### src/rtl/rf_wb_arbiter.sv
// Register-file writeback arbiter: pipeline (P) vs multicycle unit (M).
// P has fixed priority; M gets a forced grant after STARVE_MAX blocked cycles.
// Optional pending-write scoreboard is enabled by macro RF_WB_SCOREBOARD_EN.
// Ports:
//   clk, arst (async, active low)
//   p_valid/p_ready/p_rd/p_data   : pipeline writeback requester
//   m_valid/m_ready/m_rd/m_data   : multicycle writeback requester
//   rf_we/rf_waddr/rf_wdata       : registered register-file write port
//   m_issue/m_issue_rd            : multicycle op issued, target register
//   q_rs/q_rt/haz                 : hazard query against pending writes
//   pend                          : pending-write bitmap
module rf_wb_arbiter #(
   parameter int STARVE_MAX = 8
) (
   input  logic        clk,
   input  logic        arst,
   input  logic        p_valid,
   output logic        p_ready,
   input  logic [4:0]  p_rd,
   input  logic [31:0] p_data,
   input  logic        m_valid,
   output logic        m_ready,
   input  logic [4:0]  m_rd,
   input  logic [31:0] m_data,
   output logic        rf_we,
   output logic [4:0]  rf_waddr,
   output logic [31:0] rf_wdata,
   input  logic        m_issue,
   input  logic [4:0]  m_issue_rd,
   input  logic [4:0]  q_rs,
   input  logic [4:0]  q_rt,
   output logic        haz,
   output logic [31:0] pend
);

   localparam int WW = $clog2(STARVE_MAX + 1);
   localparam logic [WW-1:0] W_MAX = WW'(STARVE_MAX);

   logic [WW-1:0] r_wcnt;
   logic          r_we;
   logic [4:0]    r_waddr;
   logic [31:0]   r_wdata;

   logic          w_force;
   logic          w_p_acc;
   logic          w_m_acc;
   logic [4:0]    w_rd;
   logic [31:0]   w_data;

   // Starved M takes the port for one cycle, P is held off.
   assign w_force = (r_wcnt == W_MAX);
   assign p_ready = !w_force;
   assign m_ready = w_force || !p_valid;

   assign w_p_acc = p_valid && p_ready;
   assign w_m_acc = m_valid && m_ready;
   assign w_rd    = w_p_acc ? p_rd : m_rd;
   assign w_data  = w_p_acc ? p_data : m_data;

   always_ff @(posedge clk or negedge arst) begin
      if (!arst) begin
         r_wcnt <= '0;
      end else if (!m_valid || w_m_acc) begin
         r_wcnt <= '0;
      end else if (r_wcnt != W_MAX) begin
         r_wcnt <= r_wcnt + WW'(1);
      end
   end

   // r0 is never written, but the transfer is still consumed.
   always_ff @(posedge clk or negedge arst) begin
      if (!arst) begin
         r_we    <= 1'b0;
         r_waddr <= '0;
         r_wdata <= '0;
      end else if (w_p_acc || w_m_acc) begin
         r_we    <= (w_rd != 5'd0);
         r_waddr <= w_rd;
         r_wdata <= w_data;
      end else begin
         r_we    <= 1'b0;
      end
   end

   assign rf_we    = r_we;
   assign rf_waddr = r_waddr;
   assign rf_wdata = r_wdata;

`ifdef RF_WB_SCOREBOARD_EN
   logic [31:0] r_pend;
   logic [31:0] w_set;
   logic [31:0] w_clr;

   always_comb begin
      w_set = '0;
      w_clr = '0;
      if (m_issue && m_issue_rd != 5'd0)
         w_set[m_issue_rd] = 1'b1;
      if (w_m_acc)
         w_clr[m_rd] = 1'b1;
   end

   // Set wins over clear on the same bit; bit 0 never holds.
   always_ff @(posedge clk or negedge arst) begin
      if (!arst)
         r_pend <= '0;
      else
         r_pend <= ((r_pend & ~w_clr) | w_set) & 32'hFFFF_FFFE;
   end

   assign pend = r_pend;
   assign haz  = r_pend[q_rs] | r_pend[q_rt];
`else
   logic w_unused;
   assign w_unused = ^{m_issue, m_issue_rd, q_rs, q_rt};
   assign pend = '0;
   assign haz  = 1'b0;
`endif

endmodule

### config.mk
export PLATFORM = sky130hd
export DESIGN_NAME = rf_wb_arbiter
export DESIGN_NICKNAME = d
export VERILOG_FILES = /design/src/rtl/rf_wb_arbiter.sv
export SDC_FILE = /design/constraint.sdc
export NUM_CORES = 1
export LEC_CHECK = 0
export BUFFER_PORTS_ARGS = -buffer_cell sky130_fd_sc_hd__buf_4
export CORE_ASPECT_RATIO = 0.8
export CORE_MARGIN = 5
export CORE_UTILIZATION = 37
export DETAILED_ROUTE_END_ITERATION = 8
export GPL_TIMING_DRIVEN = 0
export PLACE_DENSITY = 0.72
export SLEW_MARGIN = 20
export SYNTH_ARGS = -nofsm -noshare
export SYNTH_HDL_FRONTEND = slang
export SYNTH_SLANG_ARGS = --single-unit
### constraint.sdc
create_clock -name clk -period 1.85 [get_ports clk]
set_clock_uncertainty 0.2 [all_clocks]
set_input_delay 0.0925 -clock clk [delete_from_list [all_inputs] [get_ports clk]]
set_output_delay 0.0925 -clock clk [all_outputs]
set_load 0.03 [all_outputs]
==> qor.txt, run 1 <==
Terminus of the critical flop-to-flop path = rf_wdata[18]$_DFFE_PN0P_
HP Class = input pin to register
Sequential area share after synthesis = 44.4%
Detail Placement HPWL = 4.46 mm
Core area = 0.00631 mm²
First-pass GRT wire length = 11.1 mm
Hold Slack = 0.0515 ns
Status = finished clean
Initial DRC Count = 44
# setup viols final = 0
Worst setup SP type = register
Routability cong. = 0.699
Overall Power = 0.00277 W
R2R setup slack = 0.08 ns
Post-Synthesis Cell Area = 0.00237 mm²
Final core occ = 69.7%
Pin count of the biggest net entering global routing = 43
Final nets = 509
Setup TNS = 0 ns
# rows = 26
Total CTS buffers = 5
CP arrival = 1.74 ns
Num ports = 167
CTS tree = built
RSZ-0062 raised after global routing = no
Worst-case reg-to-reg path depth = 7
Fin worst setup slack = 0.0787 ns
Max-slew violations = 0
Area of the multi-input gates = 0.00111 mm²
Maximum root-to-sink buffer count = 2
Critical path required time = 1.82 ns
Maximum VDD drop = 0.000398 V
Hold depth = 4
Vias in the first global route = 2365
DR WL/cell = 13.7 µm
Vias per inst = 4.19
Syn Area/Cell = 13.3 µm²
Crit Path Class = register to register
Flop and latch count out of synthesis = 42
Maxcap violations = 0
Period utilization = 95.7%
WHS Endpoint = rf_we$_DFF_PN0_
Die area = 0.00812 mm²
Reg2reg start = r_wcnt[1]$_DFFE_PN0P_
DRC viols = 0
WL final = 6.83 mm
Fill cells = 453
Port bufs = 116
Via count = 2089
Minimum clock period after layout = 1.77 ns
Syn. warnings = 0
Area Growth Syn to Fin = 85.7%
Root Buffer = clkbuf_8
Measured slew at the worst slew-check pin = 0.564 ns
Register area = 0.00105 mm²
Die Y-Extent = 81.6 µm
First-pass DRT Iterations = 4
# clock sinks = 42
Final Hold Fails = 0
Max_slew headroom = 62.4%
GRT Residual Overflow = 0
Clock transition at the registers of the reported paths = 0.09 ns
Count of cell types in the netlist = 19
Setup crit end kind = register
# H-tree levels = 2
Clk_lat worst skew = 0.29 ns
Peak Freq = 565 MHz
Min-delay src = m_valid
Power per Cell Area = 629 mW/mm²
Pre-CTS WS = 0.0195 ns
Crit Path Max Fanout = 7
Initial antenna violation count = 0
Layout cells sized above 1 = 57.2%
Die Width = 99.5 µm
Post-Syn Instances = 178
Antenna viol nets, final = 0
Leak = 2.18 nW
# diodes = 0
Gr usage total = 17.3%
Initial core utilization = 37.5%
-- cells in the final DEF (no fill, tap or decap) --
cell           netlist  final
xor2_1               1      1
xnor2_1              1      1
mux2_1               8      8
clkinv_2             0      2
nand2_2              1      1
nand3b_4             1      1
buf_2                4      2
conb_1               1     33
dlygate4sd3_1        0     76
ha_1                 2      2
inv_1                3      3
bufinv_16            0      1
buf_4               33    154
nand3_1              2      2
buf_6                4      2
mux2_2              58     58
buf_12               0      3
or4_1                2      2
o21ai_0              1      1
mux2_4               8      8
clkbuf_8             0      5
dfrtp_1             42     42
nor2_1               5      5
mux2i_1              1      1
-- worst max-delay path by stage --
| stage | startpoint | end | slack [ns] | cells past startpoint |
|---|---|---|---|---|
| global placement | r_wcnt[0]$_DFFE_PN0P_ | rf_wdata[9]$_DFFE_PN0P_ | 0.04 | 7 |
| CTS | r_wcnt[0]$_DFFE_PN0P_ | m_ready | 0.05 | 6 |
| global route | r_wcnt[0]$_DFFE_PN0P_ | rf_wdata[18]$_DFFE_PN0P_ | 0.002 | 7 |
| floorplan | r_wcnt[0]$_DFFE_PN0P_ | rf_wdata[10]$_DFFE_PN0P_ | 0.01 | 7 |
| finish | r_wcnt[1]$_DFFE_PN0P_ | rf_wdata[18]$_DFFE_PN0P_ | 0.08 | 7 |
| detailed placement | r_wcnt[0]$_DFFE_PN0P_ | rf_wdata[7]$_DFFE_PN0P_ | 0.02 | 7 |
-- logic make-up (layout without fill, tap and decap cells) --
| group | Yosys count | in the layout | share of synthesized area [%] |
|---|---|---|---|
| AO/OA/AOI/OAI | 1 | 1 | 0.211 |
| XOR/XNOR | 2 | 2 | 0.739 |
| adder cells (fa/ha/maj) | 2 | 2 | 1.06 |
| buffers and inverters | 44 | 248 | 13.7 |
| flip-flops | 42 | 42 | 44.4 |
| multiplexers | 75 | 75 | 36.9 |
| other | 1 | 33 | 0.158 |
| AND/OR/NAND/NOR | 11 | 11 | 2.96 |
-- power by group --
part           leakage, nW  total (W)  switching, W  internal, W
combinational         1.62    0.00101      0.000471     0.000534
sequential           0.497    0.00105     0.0000442      0.00100
clock               0.0579   0.000717      0.000319     0.000398
-- routing by layer --
layer | part of all wire (%) | track usage (%) | wire [µm] | up-vias
met5 | 0 | 0 | 0 | -
met4 | 1.2 | 4.91 | 81 | 0
met3 | 8.5 | 5.60 | 583 | 9
met2 | 53 | 32.0 | 3630 | 85
met1 | 37 | 19.4 | 2530 | 977
li1 | - | - | - | 1018
-- area by class of cell --
type / instances / share of cell area, %
Clock buffer: 5 / 1.56
Sequential cell: 42 / 23.9
Multi-Input combinational cell: 124 / 25.3
Clock inverter: 3 / 0.910
Inverter: 3 / 0.256
Buffer: 40 / 7.17
Timing Repair Buffer: 197 / 38.5
Tap cell: 84 / 2.39
-- cell usage after synthesis --
| library cell | instances | area (µm²) |
|---|---|---|
| or4_1 | 2 | 15.0 |
| nand3b_4 | 1 | 20.0 |
| mux2_1 | 8 | 90.1 |
| o21ai_0 | 1 | 5.00 |
| ha_1 | 2 | 25.0 |
| nor2_1 | 5 | 18.8 |
| nand3_1 | 2 | 10.0 |
| xnor2_1 | 1 | 8.76 |
| mux2i_1 | 1 | 10.0 |
| buf_6 | 4 | 45.0 |
| inv_1 | 3 | 11.3 |
| buf_4 | 33 | 248 |
| dfrtp_1 | 42 | 1050 |
| buf_2 | 4 | 20.0 |
| mux2_4 | 8 | 120 |
| conb_1 | 1 | 3.75 |
| nand2_2 | 1 | 6.26 |
| mux2_2 | 58 | 653 |
| xor2_1 | 1 | 8.76 |
-- through the flow --
stage / cells / instance area (µm²)
2_1_floorplan: 210 / 2490
3_3_place_gp: 410 / 3470
3_5_place_dp: 410 / 3470
4_1_cts: 497 / 4390
5_1_grt: 498 / 4400
6_report: 498 / 4400
-- state kept, by name, indices dropped and copies added (netlist names) --
register / count
rf_wdata: 32
rf_waddr: 5
r_wcnt: 4
rf_we: 1
-- what timing repair did --
item,CTS,global route
gates resized for setup,4,0
setup endpoints to repair,2,4
setup buffers,4,1
endpoints found under the hold margin,84,0
hold buffers,76,0
-- critical path, cell delays in order, from the launching register on --
cell      delay, ns
dfrtp_1        0.40
inv_1          0.06
ha_1           0.19
nand3b_4       0.10
nand2_2        0.12
buf_12         0.14
buf_12         0.11
mux2_2         0.34
Note: power is estimated with default switching activity, not from simulation.
==> run 2, diff against run 1 <==
BUFFER_PORTS_ARGS = default   (was -buffer_cell sky130_fd_sc_hd__buf_4)
DONT_BUFFER_PORTS = 1   (was default)
PLACE_DENSITY = 0.5   (was 0.72)
clock period = 1.64 ns   (was 1.85 ns; I/O delays follow)
==> run 2 against run 1 <==
Compared with the run above:
- the run now ends with negative setup slack left
- critical path depth unchanged
- sequential power up 32%
- core utilization down 13 points
- non-clock buffer count down 113
- via count down 18%
- global-route usage down 1.7 points
- worst hold slack worse by 0.018 ns
- largest cell class unchanged
- largest power group unchanged
- highest routed layer unchanged
==> qor.txt, run 2 (synthesis results as in run 1) <==
Status = complete, but fails checks
Violated checks = negative setup slack
Die Y-Extent = 81.6 µm
Root Buffer = clkbuf_8
Most common cell on crit path = buf_12
Routability cong. = 0.726
# H-tree levels = 2
P_int = 0.00186 W
Finished Cell Area = 0.00358 mm²
Final nets = 396
Vias in the first global route = 1937
Clock power share = 25.0%
WHS Endpoint = rf_wdata[20]$_DFFE_PN0P_
# rows = 26
Gr usage total = 15.6%
Switching Share = 32.0%
Final Hold Fails = 0
CP arrival = 1.81 ns
Port bufs = 0
Max-slew violations = 0
Pin count of the biggest net entering global routing = 43
First-pass GRT wire length = 9.88 mm
Hold depth = 3
Post-Place Cell Area = 0.00261 mm²
CTS tree = built
Core area = 0.00631 mm²
Reg2reg start = r_wcnt[0]$_DFFE_PN0P_
Area Growth Syn to Fin = 51.1%
WL final = 6.40 mm
# clock sinks = 42
Maximum root-to-sink buffer count = 2
Crit Path Max Fanout = 9
Finished Layout Cells = 385
# diodes = 0
Detail Placement HPWL = 4.46 mm
Power per Cell Area = 763 mW/mm²
Setup crit end kind = register
Vias per inst = 4.42
Maxcap violations = 0
Crit-path max cell delay = 0.38 ns
Min-delay src = m_valid
Final core occ = 56.7%
Worst setup SP type = register
Critical path required time = 1.62 ns
Overall Power = 0.00273 W
Clock transition at the registers of the reported paths = 0.08 ns
Initial antenna violation count = 0
Flip-flop count of the largest register after layout = 32
Die Width = 99.5 µm
Minimum clock period after layout = 1.83 ns
Layout cells sized above 1 = 40.9%
# setup viols final = 39
Fin worst setup slack = -0.190 ns
Commonest cells after routing, fill and taps aside = dlygate4sd3_1, mux2_2, dfrtp_1, buf_4, conb_1
Antenna viol nets, final = 0
Critical-path cell list = inv_1 > ha_2 > nand3b_4 > nand2_4 > buf_12 > buf_12 > mux2_2
Sequential power share = 50.9%
HP Class = input pin to register
DR WL/cell = 16.6 µm
Total CTS buffers = 5
Setup TNS = -5.85 ns
Maximum VDD drop = 0.000496 V
Terminus of the critical flop-to-flop path = rf_wdata[15]$_DFFE_PN0P_
CP max-delay cell = dfrtp_1
DRC viols = 0
Via count = 1703
Worst-case reg-to-reg path depth = 7
Leak = 1.64 nW
R2R setup slack = -0.19 ns
First-pass DRT Iterations = 4
Sw Pwr = 0.000875 W
Combinational share of power = 24.1%
GRT Residual Overflow = 0
Peak Freq = 546 MHz
Die area = 0.00812 mm²
Most common cell after layout, fill and taps aside = dlygate4sd3_1
RSZ-0062 raised after global routing = yes
Initial DRC Count = 31
Clk_lat worst skew = 0.29 ns
Placed insts = 294
Period utilization = 112%
Initial core utilization = 37.5%
Num ports = 167
Crit Path Class = register to register
[run 2: cell types whose count changed in the layout (fill, tap and decap cells not counted), sizes merged]
cell	delta
clkbuf	+2
buf	-114
clkinv	-1
dlygate4sd3	+1
bufinv	-1
[run 2: power by group through the flow]
stage          Clock, W  Sequential [W]  Combinational, W
2_1_floorplan         0         0.00139          0.000413
3_3_place_gp          0         0.00141          0.000433
3_5_place_dp          0         0.00141          0.000449
4_1_cts        0.000714         0.00139          0.000650
5_1_grt        0.000751         0.00140          0.000710
6_report       0.000684         0.00139          0.000659
[run 2: worst max-delay path by stage]
stage | endpoint | startpoint | slack, ns
global placement | rf_wdata[12]$_DFFE_PN0P_ | r_wcnt[0]$_DFFE_PN0P_ | -0.25
CTS | rf_wdata[18]$_DFFE_PN0P_ | r_wcnt[0]$_DFFE_PN0P_ | -0.22
finish | rf_wdata[15]$_DFFE_PN0P_ | r_wcnt[0]$_DFFE_PN0P_ | -0.19
floorplan | rf_wdata[10]$_DFFE_PN0P_ | r_wcnt[0]$_DFFE_PN0P_ | -0.15
detailed placement | rf_wdata[14]$_DFFE_PN0P_ | r_wcnt[0]$_DFFE_PN0P_ | -0.29
global route | rf_wdata[18]$_DFFE_PN0P_ | r_wcnt[1]$_DFFE_PN0P_ | -0.25
[run 2: per-stage QoR]
step / hold WS [ns] / worst slack [ns]
floorplan: -0.414 / -0.154
global placement: -0.413 / -0.250
detailed placement: -0.413 / -0.293
CTS: 0.0246 / -0.218
global route: 0.0446 / -0.249
finish: 0.0336 / -0.190
[run 2: critical path, delay by kind of cell, from the launching register on]
family / cells / cell delay, ns
simple gates: 2 / 0.29
mux: 1 / 0.34
flops: 1 / 0.38
fa+ha+maj: 1 / 0.19
buf+inv: 3 / 0.31
[run 2: what timing repair did]
action,CTS,global route
hold buffers,78,0
pin swaps,2,2
gates resized for setup,9,1
setup buffers,4,0
gates cloned,1,0
endpoints found under the hold margin,84,0
setup endpoints to repair,39,39
[run 2: cell type report]
type                    count  area (µm²)
plain buffers              41         335
clock buffers               7        86.3
clock inverters             1        5.00
fillers                   531        2730
inverters                   3        11.3
multi-input cells         124        1120
flip-flops and latches     42        1050
well taps                  84         105
repair buffers             83         865
[run 2: layer usage]
metal  global-route usage (%)  share of wire, %
met5                        0                 0
met4                     3.68              0.70
met3                     6.54                11
met2                     30.1                54
met1                     15.7                35
==> run 3, diff against run 2 <==
SETUP_SLACK_MARGIN = 0.15   (was default)
==> run 3 against run 2 <==
Compared with the run above:
- global-route usage shrank 0.13 points
- the run still ends with negative setup slack left
- clock power hardly changed
- worst hold slack is essentially flat
- routed wire length shrank 0.77%
==> qor.txt, run 3 (synthesis results as in run 1) <==
Status = complete, but fails checks
Violated checks = negative setup slack
Maximum VDD drop = 0.000496 V
Most common cell after layout, fill and taps aside = dlygate4sd3_1
Initial DRC Count = 21
Detail Placement HPWL = 4.46 mm
# setup viols final = 39
Routed wl met2 = 3.41 mm
Antenna viol nets, final = 0
Clk_lat worst skew = 0.29 ns
Die Y-Extent = 81.6 µm
Fin worst setup slack = -0.190 ns
First-pass GRT wire length = 9.81 mm
M1 WL = 2.21 mm
Total CTS buffers = 5
Post-Place Cell Area = 0.00261 mm²
DR WL/cell = 16.5 µm
Gr usage total = 15.5%
Vias per inst = 4.43
Initial core utilization = 37.5%
Commonest cells after routing, fill and taps aside = dlygate4sd3_1, mux2_2, dfrtp_1, buf_4, conb_1
Finished Cell Area = 0.00357 mm²
CTS tree = built
Buffers plus inverters on the worst setup path = 3
Worst setup SP type = register
Crit-path max cell delay = 0.38 ns
Critical-path cell list = inv_1 > ha_2 > nand3b_4 > nand2_4 > buf_12 > buf_12 > mux2_2
Maximum root-to-sink buffer count = 2
# clock sinks = 42
GRT Residual Overflow = 0
Area Growth Syn to Fin = 50.7%
Clock transition at the registers of the reported paths = 0.08 ns
# diodes = 0
Placed insts = 294
First-pass DRT Iterations = 4
Root Buffer = clkbuf_8
# H-tree levels = 2
DRC viols = 0
Most common cell on crit path = buf_12
Highest routed layer = met4
Port bufs = 0
CP arrival = 1.81 ns
Vias in the first global route = 1927
Crit Path Class = register to register
Final nets = 395
Die Width = 99.5 µm
Peak Freq = 546 MHz
Flip-flop count of the largest register after layout = 32
Metal3 WL = 686 µm
Leak = 1.63 nW
Finished Layout Cells = 384
Pin count of the biggest net entering global routing = 43
HP Class = input pin to register
Routability cong. = 0.726
RSZ-0062 raised after global routing = yes
Minimum clock period after layout = 1.83 ns
Critical path required time = 1.62 ns
Power per Cell Area = 765 mW/mm²
Setup crit end kind = register
WL final = 6.35 mm
Period utilization = 112%
Die area = 0.00812 mm²
Top delay family on crit path = flip-flops
Final Hold Fails = 0
Core area = 0.00631 mm²
Max-slew violations = 0
R2R setup slack = -0.19 ns
Layout cells sized above 1 = 41.0%
Crit Path Max Fanout = 9
Num ports = 167
Initial antenna violation count = 0
# rows = 26
Maxcap violations = 0
Via count = 1701
CP max-delay cell = dfrtp_1
## run 3: per-stage QoR
| step | utilization, % | power [W] | setup TNS, ns | setup WS (ns) | hold slack [ns] |
|---|---|---|---|---|---|
| 6_report | 56.6 | 0.00273 | -5.85 | -0.190 | 0.0334 |
| 5_1_grt | 56.6 | 0.00286 | -8.68 | -0.249 | 0.0446 |
| 4_1_cts | 56.5 | 0.00275 | -7.11 | -0.218 | 0.0246 |
| 3_5_place_dp | 41.3 | 0.00186 | -9.27 | -0.293 | -0.413 |
| 3_3_place_gp | 41.3 | 0.00184 | -7.37 | -0.250 | -0.413 |
| 2_1_floorplan | - | 0.00180 | -3.54 | -0.154 | -0.414 |
## run 3: metal layers
layer	up-vias	global-route usage, %
li1	790	-
met1	812	15.6
met2	92	30.0
met3	7	6.20
met4	0	3.68
met5	-	0
## run 3: area by class of cell
class,count,area [µm²]
buffer,41,335
clock buffer,7,86.3
clock inverter,1,5.00
fill,529,2740
inverter,3,11.3
multi-input combinational,124,1120
sequential,42,1050
tap,84,105
timing repair buffer,82,855
## run 3: worst paths after layout
kind,start,endpoint,cells after the start
worst min-delay path,m_valid,rf_wdata[20]$_DFFE_PN0P_,3
max in group asynchronous,arst,rf_wdata[5]$_DFFE_PN0P_,2
worst max register to register,r_wcnt[0]$_DFFE_PN0P_,rf_wdata[15]$_DFFE_PN0P_,7
min in group asynchronous,arst,rf_wdata[18]$_DFFE_PN0P_,2
worst max-delay path,r_wcnt[0]$_DFFE_PN0P_,rf_wdata[15]$_DFFE_PN0P_,7
worst min register to register,r_wcnt[0]$_DFFE_PN0P_,r_wcnt[0]$_DFFE_PN0P_,2
## run 3: where the power goes
part	leakage (nW)	internal [W]	switching, W	total, W
logic	1.09	0.000387	0.000271	0.000658
clock network	0.0482	0.000340	0.000344	0.000684
registers	0.497	0.00113	0.000261	0.00139
## run 3: tightest hold or removal path: cells and delay by family
kind	cells	cell delay, ns
buf+inv	1	0.13
mux	2	0.28
## run 3: timing repair
item / in CTS / in global routing
pin swaps: 2 / 2
endpoints found under the hold margin: 84 / 0
gates resized for setup: 9 / 1
cloned: 1 / 0
setup buffers: 4 / 0
endpoints found under the setup margin: 39 / 39
hold buffers: 77 / 0
